<file path="src/rtl/sp_capture_ctrl.sv">
// SP FIFO capture controller: nWire edge detect, block capture, overrun.
// Optional decimation built when SP_DECIM_EN is defined.
module sp_capture_ctrl #(
  parameter int CHANNELS   = 2,
  parameter int BLOCK_SIZE = 4096,
  parameter int DECIM_W    = 4,
  localparam int CW = (CHANNELS > 1) ? $clog2(CHANNELS) : 1,
  localparam int NW = $clog2(BLOCK_SIZE + 1)
) (
  input  logic                clk,
  input  logic                reset,
  input  logic [CHANNELS-1:0] spd_rdy,
  output logic [CHANNELS-1:0] spd_ack,
  input  logic [CW-1:0]       chan_sel,
  input  logic                mode,
  input  logic                arm,
  input  logic [DECIM_W-1:0]  decim,
  input  logic                fifo_wrempty,
  input  logic                fifo_wrfull,
  output logic                write,
  output logic                have_sp_data,
  output logic                capturing,
  output logic                overrun
);

  typedef enum logic [1:0] {
    IDLE,
    WAIT_EMPTY,
    CAPTURE
  } state_t;

  state_t state, state_nx;

  logic [CHANNELS-1:0] edg;
  logic [CW-1:0]       ch;
  logic [NW-1:0]       cnt;
  logic                sel_edge;
  logic                done;
  logic                full_hit;
  logic                dhit;
  logic                take;
  logic                start;
  logic                step;

`ifdef SP_DECIM_EN
  logic [DECIM_W-1:0] dfac;
  logic [DECIM_W-1:0] dcnt;
  assign dhit = (dcnt == '0);
`else
  logic unused_decim;
  assign unused_decim = ^decim;
  assign dhit = 1'b1;
`endif

  always_comb begin
    sel_edge = 1'b0;
    for (int i = 0; i < CHANNELS; i++) begin
      if (ch == CW'(i)) sel_edge = edg[i];
    end
  end

  assign capturing    = (state == CAPTURE);
  assign have_sp_data = !capturing;
  assign done         = (cnt == NW'(BLOCK_SIZE));
  assign full_hit     = capturing && fifo_wrfull && !done;
  assign step         = capturing && sel_edge && !done
                        && !full_hit;
  assign take         = step && dhit;
  assign start        = (state == WAIT_EMPTY) && fifo_wrempty;

  always_comb begin
    state_nx = state;
    unique case (state)
      IDLE: begin
        if (!mode || arm) state_nx = WAIT_EMPTY;
      end
      WAIT_EMPTY: begin
        if (fifo_wrempty) state_nx = CAPTURE;
      end
      CAPTURE: begin
        if (full_hit || done) state_nx = IDLE;
      end
      default: state_nx = IDLE;
    endcase
  end

  always_ff @(posedge clk) begin
    if (reset) begin
      state   <= IDLE;
      spd_ack <= '0;
      edg     <= '0;
      write   <= 1'b0;
      ch      <= '0;
      cnt     <= '0;
      overrun <= 1'b0;
    end else begin
      state   <= state_nx;
      spd_ack <= spd_rdy;
      edg     <= spd_rdy & ~spd_ack;
      write   <= take;
      if (start) begin
        ch  <= chan_sel;
        cnt <= '0;
      end else if (take) begin
        cnt <= cnt + NW'(1);
      end
      // a full seen this cycle outranks a clearing arm
      if (full_hit)  overrun <= 1'b1;
      else if (arm)  overrun <= 1'b0;
    end
  end

`ifdef SP_DECIM_EN
  always_ff @(posedge clk) begin
    if (reset) begin
      dfac <= '0;
      dcnt <= '0;
    end else if (start) begin
      dfac <= decim;
      dcnt <= '0;
    end else if (step) begin
      dcnt <= (dcnt >= dfac) ? '0 : dcnt + DECIM_W'(1);
    end
  end
`endif

endmodule

</file>
<file path="config.mk">
export PLATFORM = sky130hd
export DESIGN_NAME = sp_capture_ctrl
export DESIGN_NICKNAME = d
export VERILOG_FILES = /design/src/rtl/sp_capture_ctrl.sv
export SDC_FILE = /design/constraint.sdc
export NUM_CORES = 1
export LEC_CHECK = 0
export CAP_MARGIN = 20
export CORE_AREA = 4 4 55 57
export DETAILED_ROUTE_END_ITERATION = 10
export DIE_AREA = 0 0 59 61
export PLACE_DENSITY_LB_ADDON = 0.12
export SYNTH_ARGS = -nofsm -noshare
export SYNTH_HDL_FRONTEND = slang
export SYNTH_SLANG_ARGS = --single-unit
export TNS_END_PERCENT = 50
</file>
<file path="constraint.sdc">
create_clock -name clk -period 1.65 [get_ports clk]
set_input_delay 0.33 -clock clk [delete_from_list [all_inputs] [get_ports clk]]
set_output_delay 0.33 -clock clk [all_outputs]
set_load 0.005 [all_outputs]
</file>
# == Word level (Yosys, flattened, before mapping) ==
# Cells that the tools add are included.
# totals
word_cells,39
output_inout_bits,6
ff_bits,22
input_bits,13
# classes
add_sub_neg,1
bitwise_logic,2
n_mux,7
reduce_logical,16
n_eq_ne,6
# ops
op,count
$add 13x1->13 const B,1
$eq 13x13->1 const B,1
$logic_and 1x1->1,6
$mux 2,3
$pmux 2 s3,1
$logic_not 1->1,4
$ne 2x2->1 const B,2
$mux 1,3
$reduce_and 3->1,1
$and 2x2->2,1
$eq 2x1->1 const B,1
$eq 2x2->1 const B,1
$logic_not 2->1,1
$logic_or 1x1->1,2
$ne 2x1->1 const B,1
$not 2->2,1
$reduce_bool 2->1,1
$reduce_or 2->1,1

# == Depth between registers and ports, before layout ==
# Gate-level depths: netlist of run 1.
# depth
word_depth,6
ltp_mapped,6

# == Worst setup path after synthesis of run 1 ==
# OpenSTA, ideal clock, no wires.
# synth_path
kind,register to register
from,register cnt[0]
to,register cnt[0]
t_required_ns,1.529
setup_ns,0.121
setup_slack_ns,0.164
path_stages_with_launch,7
synth_period_minus_slack_ns,1.486
t_arrival_ns,1.365
cell_sequence,dfxtp_1 > inv_1 > ha_1 > nor4b_1 > nand3_1 > nand2_1 > mux2_2
# synth_via
elab_chain_len,5
# synth_rtl
element,line_no,text
from (decl),36,logic [NW-1:0] cnt;
from (signal assigned),105,cnt <= cnt + NW'(1);
"parallel branches: the longest is 5 deep, another holds $add 13x1->13",--,
# Several ways; the timed one is not identified.
# A chain may end at the register's enable or synchronous reset.

# == Worst setup path after layout of run 1 ==
# layout_path
from,register state[0]
to,register cnt[12]
# layout_via
elab_chain_len,5
# layout_rtl
element,line_no,text
from (decl),32,"state_t state, state_nx;"
from (signal assigned),97,state <= state_nx;
$eq 2x2->1,62,assign capturing = (state == CAPTURE);
$logic_and 1x1->1 (2 in series),65,assign full_hit = capturing && fifo_wrfull && !done;
$logic_not 1->1,67,&& !full_hit;
$logic_and 1x1->1,67,
# Parallel ways exist; a longest one is shown, timed or not.

==> results.txt, run 1 <==
The relative slew slack is 0.7672. The setup skew after layout came out at slightly above 9 ps. Synthesis produced a netlist whose cell count is ~110.

The internal power came out at ~0.85 mW. The sequential share of the synthesized area is 0.4433. The most used flip-flop cell after synthesis is dfxtp_1. The synthesized design contains 0 enable-type register cells.

The max-slew violation count came out at 0. The run finished with clean final reports. Of the total power, the share spent switching nets is 0.2036. The share of the synthesized area in the top cell type is 0.4433.

The library cell with the largest summed area after synthesis is dfxtp_1. Of the total power, the clock network draws 0.391. By count the netlist is led by dfxtp_1, nor2_1, inv_1. Of the total power, registers draw 0.517.

The first-pass GRT wire length came out at roughly 3700 µm. The data required time at the worst endpoint is 1910 ps. The global-route usage over all layers is 0.1362. The overall overflow remaining after global route came out at 0. The multiplexer fraction of the synthesized cell area came out at 0.04282. The capturing instance or port of the critical path is cnt[12].

The antenna cell count is 0. After synthesis, the largest family of logic cells by area is simple AND/OR/NAND/NOR gates. The number of nets still failing antenna checks after routing came out at 0. The top fanout value on the critical path is 4.

The maximum number of pins on one net before global-route repair is 14. The number of global-route vias before repair came to 891. In this run the power density over the cells is 769.7 nW/µm².

The synthesis-to-finish area growth is 39.29%. The endpoint identified for the worst register-to-register timing path is cnt[12]. The sort of element at the end of the critical path is a register. The deepest clock path buffer count is 2. The fill cell total of the finished layout is between 200 and 250. CTS built an H-tree with a depth of 1. The arrival time of the worst setup path came out at around 1900 ps. The total detailed-routing wirelength is roughly 2200 µm. The startpoint identified for the worst register-to-register timing path is state[0]. The number of distinct standard cells referenced by the synthesized netlist came out at 35.

The residual DRC count is 0. The share of the core filled with cells in the final layout came out at 0.5586. The slack of the worst reg-to-reg path is 60 ps. The final hold violation count came out at 0.

The tree is rooted in a clkbuf_4. The setup TNS is 0 ps. The final period utilization came out at 0.9642.

For this run, the post-layout net count is roughly 150. The net count after synthesis is between 100 and 150. The standard-cell row count is 18. Setup repair after global routing could not meet its margin everywhere.

The timing startpoint of the critical path is state[0]. The portion of total power attributed to combinational logic is 0.091. The average via count per standard cell came out at about 5.3. The switching power came out at between 0.2 and 0.25 mW. The width of the chip is around 59 µm.

The post-synthesis sequential element count is 22. The HPWL after detailed placement is 1620 µm. For this run, asynchronously set or reset flops after synthesis account for 0. The clock latency of the later-clocked register in the worst-skew pair is about 310 ps. The clock period minus worst slack came out at 1591 ps. The fraction of layout cells with a size suffix above 1 is 0.2536.

The type of the worst setup path is register to register. The count of endpoints failing setup in the final report came out at 0. The max-capacitance violation count came out at 0. The maximum operating frequency is approximately 630 MHz. The core region is between 2000 and 2500 µm². Of the total synthesized cell area, the portion taken by XOR and XNOR cells is 0.05290. The I/O pin count is 19.

The worst register-to-register path has a depth of 5. For this configuration, the core starts out at a cell density of 0.4010. The static power due to leakage is roughly 0.51 nW. The number of buffers created by CTS is 3.

The number of antenna violations at the first check in global routing came out at 0. The first routing iteration left 10 violations. The final routed wire length divided by cell count is between 10 and 15 µm. The number of sinks on the clock net is 22. The area share of and/or/nand/nor cells after synthesis came out at 0.3010. The CTS tree is done. The area of the mapped netlist came out at a little under 1000 µm².

The tightest min-delay check is of the register to register type. In the post-synthesis netlist, the cell with the most instances is dfxtp_1. During synthesis, Yosys emitted a total of 0 warnings. The slew of the pin with the lowest slew margin came out at between 300 and 400 ps.

The complex-gate fraction of the synthesized area came out at 0.09698. The arithmetic-cell share of the synthesized area counting full adders, half adders and majority gates came out at 0.02519. The y dimension of the die is approximately 61 µm.

After synthesis, the cell types taking the most area are dfxtp_1, nor2_1, nand4_1. STA classifies the critical path startpoint as a register. The highest ir drop seen on vdd came out at between 0.5 and 0.6 mV. The clock transition at the registers of the reported paths came out at between 100 and 150 ps.

The vias after detailed routing is between 800 and 900. The synthesized area divided by synthesized cell count is about 9.1 µm². The number of search-and-repair iterations in the first detailed-routing pass is 4. The count of input and output buffers came out at 14. The die covers approximately 3600 µm². The weighted congestion at the end of routability-driven global placement came out at roughly 0.86.
sequential cells by signal, indices dropped and copies added (netlist names):
signal and flops:
cnt 13, edg 2, spd_ack 2, state 2, ch 1, overrun 1, write 1
power groups by stage:
stage | clock, mW | combinational, mW | sequential, mW
floorplan | 0 | 0.0338 | 0.561
global placement | 0 | 0.0833 | 0.562
detailed placement | 0 | 0.0845 | 0.562
CTS | 0.423 | 0.0890 | 0.550
global route | 0.442 | 0.106 | 0.553
finish | 0.417 | 0.0972 | 0.551
per-layer routing:
metal / track usage / vias up / routed length [µm] / share of wire
met5: 0 / - / 0 / 0
met4: 0.05825 / 0 / 19 / 0.0088
met3: 0.02766 / 2 / 85 / 0.039
met2: 0.2508 / 18 / 1095 / 0.51
met1: 0.1517 / 415 / 954 / 0.44
li1: - / 452 / - / -
placed cells by master (no fill, tap or decap), types with 3 or more instances in the layout:
cell / instances
nor4_1: 4
nand2_1: 4
xnor2_1: 3
nor2b_1: 4
a21oi_1: 4
inv_1: 8
clkbuf_4: 3
o21ai_0: 3
or3_1: 3
nand4_1: 5
xor2_1: 3
dfxtp_2: 4
nor2_1: 12
dfxtp_1: 18
buf_4: 11
clkdlybuf4s50_1: 11
cells by family (layout without fill, tap and decap cells):
logic type,count (synthesis),count (layout)
AO/OA/AOI/OAI,15,15
multiplexers,4,4
AND/OR/NAND/NOR,50,50
flip-flops,22,22
XOR/XNOR,6,6
buffers and inverters,10,39
adder cells (fa/ha/maj),2,2
stage by stage:
stage,setup slack (ps),cell area (µm²),std cells,total power [mW],hold slack [ps]
final,59.00,1384,168,1.065,416.9
after global routing,-5.203,1384,168,1.101,442.8
after CTS,11.10,1306,167,1.062,418.4
after detailed placement,-317.9,1246,162,0.6469,399.5
after global placement,-284.6,1246,162,0.6452,396.6
after floorplan,164.1,993.5,109,0.5945,402.4
final cells by class:
class / instances / area, µm² / area share
timing repair buffer: 27 / 245.2 / 0.1772
clock buffer: 3 / 22.52 / 0.01627
sequential: 22 / 445.4 / 0.3219
inverter: 8 / 30.03 / 0.02170
multi-input combinational: 77 / 573.1 / 0.4141
tap: 30 / 37.54 / 0.02712
clock inverter: 1 / 30.03 / 0.02170
worst max-delay path, cell delays in order (launching register included):
cell and delay [ps]:
dfxtp_2 350, buf_6 110, and4bb_2 320, nand3_4 90
or4_4 550, a21oi_2 120
how the worst min path moves through the flow:
| stage | to | cells after the start | start |
|---|---|---|---|
| after floorplan | ch | 1 | reset |
| after global placement | edg[1] | 1 | spd_ack[1] |
| after detailed placement | edg[1] | 1 | spd_ack[1] |
| after CTS | edg[1] | 1 | spd_ack[1] |
| after global routing | edg[1] | 1 | spd_ack[1] |
| final | edg[1] | 1 | spd_ack[1] |
what timing repair did:
item,in CTS,in global routing
setup buffers,1,1
gates resized for setup,4,14
pin swaps,0,7
hold buffers,0,0
endpoints found under the setup margin,2,6
(Power assumes the default switching activity.)
==> run 2: changes to the inputs <==
- HOLD_SLACK_MARGIN: not set -> 0.02
- clock period: 1.65 -> 1.9 ns (I/O delays scaled with it)
==> run 2 against run 1 <==
  * Sequential share of layout area is 2.2 points higher
  * Die area did not move
  * Worst setup slack improved by 69 ps
  * Cell area decreased by 6.9%
==> results.txt, run 2 (synthesis gave the netlist of run 1 again) <==
In the global route stage, met3 resource usage came out at 0.03617. In the global route stage, met2 resource usage came out at 0.2066. The width of the chip came out at roughly 59 µm. The average via count per standard cell came out at 5.415. The final cell count without fillers is 164. The highest-delay cell along the critical path is clkdlybuf4s50_1. The standard-cell row count came out at 18. For this configuration, the core starts out at a cell density of 0.4010. The area used by multi-input combinational logic is just over 500 µm². The relative slew slack came out at 0.6795. The residual DRC count is 0. Before antenna repair, the detailed router went through 4 iterations. The final period utilization came out at 0.9326. Relative to the synthesized area, the layout overhead comes to 29.72%. The max-slew violation count came out at 0. The final hold violation count came out at 0. The number of flip-flops under the largest register name came out at 13. The signal on the critical path passes through and2b_2, clkdlybuf4s50_1.

The setup skew after layout came out at 1.277 ps. The post-layout total power came out at roughly 0.91 mW. Counting the buffers created by CTS gives 3.

The arrival time of the worst setup path came out at 1390 ps. The top fanout value on the critical path came out at 4. The number of global-route vias before repair came out at approximately 830. After detailed routing, the total wire length is 2063 µm.

The worst setup path is launched from a register. In the final layout, the share of cells above drive strength 1 is 0.1642. The run finished with clean final reports.

For the worst setup path, the data required time is between 1500 and 2000 ps. The slew of the pin with the lowest slew margin is ~470 ps. The library cells used most frequently in the layout, excluding fill and tap cells, are dfxtp_1, clkdlybuf4s50_1, nor2_1. The HPWL after detailed placement came out at 1567 µm. The first global-routing pass estimated around 3600 µm of wire.

Clock tree synthesis selected as its root buffer the cell clkbuf_4. The sequential cell area in the final layout came out at roughly 440 µm². The maximum operating frequency came out at around 560 MHz. The fill cell total of the finished layout came out at ~240. Setup repair after global routing left no endpoint under its margin. During placement, the flow inserted port buffers numbering 14.

Leaving out fill and tap cells, the most frequent cell in the layout is dfxtp_1. The layer carrying the most global-route usage is met2. Summed over all layers, the global routing overflow is 0.

The register name with the most flops is cnt. The power per cell area is 709.6 nW/µm². The global-route usage over all layers is 0.1337. The weighted congestion at the end of routability-driven global placement is just over 0.8. The setup path with the least slack is of type register to output port. The worst setup path is captured at an output port. Measured along the y axis, the die boundary spans 61 µm.

The hold buffer count at cts came out at 0. In this run the worst hold path is classified as register to register. The met1 routing resource usage after global routing came out at 0.1675.

The static power due to leakage is 0.4554 nW. The area of the core region came out at approximately 2500 µm². The number of levels in the clock H-tree is 1.

After clock tree synthesis, the clock-pin slew on the worst setup and hold paths is about 120 ps. The floorplan step defined a die boundary enclosing about 3600 µm². Across the VDD grid, the largest voltage drop is about 0.35 mV. TritonCTS built the clock tree. Summing over every cut layer, the via total after detailed routing is about 900. The count of endpoints failing setup in the final report is 0. The maximum number of pins on one net before global-route repair is 14. At the end of the flow, the number of nets in the layout was 150. Counting along the longest clock path gives a buffer depth of 2. The number of antenna violations at the first check in global routing is 0. The number of sinks on the clock net is 22.

The biggest cell delay along the critical path is ~500 ps. The final routed wire length divided by cell count came out at about 13 µm. The number of nets still failing antenna checks after routing is 0. The max-capacitance violation count came out at 0. During I/O placement, the number of pins put on the boundary was 19.

The number of violations reported at the end of detailed-routing iteration 0 came out at 18. The repair_antennas step left the layout with diodes totalling 0. The instance count after placement with tap cells included came out at about 160. The clock period minus worst slack is roughly 1800 ps. At the later pin of the worst-skew pair, clock insertion delay measures slightly above 300 ps.
run 2: worst max-delay path, delay by kind of cell, from the launching register on:
kind / cells / cell delay (ps)
buffers and inverters: 1 / 500
DFF: 1 / 340
and+or+nand+nor: 1 / 230
run 2: path summary, 6_finish.rpt:
| kind | from | end | slack [ps] | depth (start not counted) |
|---|---|---|---|---|
| setup / recovery | state[0] | capturing | 130 | 2 |
| hold / removal | spd_ack[0] | edg[0] | 420 | 1 |
| setup reg to reg | state[0] | cnt[12] | 270 | 5 |
| hold reg to reg | spd_ack[0] | edg[0] | 420 | 1 |
run 2: through the flow:
| step | util | hold slack, ps | instance area [µm²] | TNS, ps | setup WS (ps) |
|---|---|---|---|---|---|
| final | 0.5202 | 424.0 | 1289 | 0 | 128.1 |
| after global routing | 0.5202 | 451.3 | 1289 | 0 | 67.92 |
| after CTS | 0.5187 | 429.6 | 1285 | 0 | 10.45 |
| after detailed placement | 0.4939 | 410.8 | 1224 | -304.7 | -108.3 |
| after global placement | 0.4939 | 396.6 | 1224 | -260.7 | -92.50 |
| after floorplan | - | 415.9 | 993.5 | 0 | 393.5 |
run 2: power by group:
part           leakage, nW  switching [mW]  internal [mW]
Clock               0.0279           0.149          0.213
Combinational        0.248          0.0302         0.0451
Sequential           0.179         0.00559          0.471
Total                0.455           0.185          0.730
run 2: timing repair:
action,4_1_cts,5_1_grt
setup endpoints to repair,1,1
cloned,0,0
hold endpoints to repair,0,0
buffers inserted,1,0
resized for setup,1,2
run 2: layout make-up:
type | instances | share of cell area
Timing Repair Buffer | 23 | 0.1631
Inverter | 8 | 0.02330
Clock buffer | 3 | 0.01748
Multi-Input combinational cell | 77 | 0.4000
Clock inverter | 1 | 0.02330
Tap cell | 30 | 0.02913
Sequential cell | 22 | 0.3437
run 2: metal layers:
metal	vias to the layer above	share of wire
met5	-	0
met4	0	0.019
met3	5	0.060
met2	26	0.46
met1	415	0.46
li1	442	-
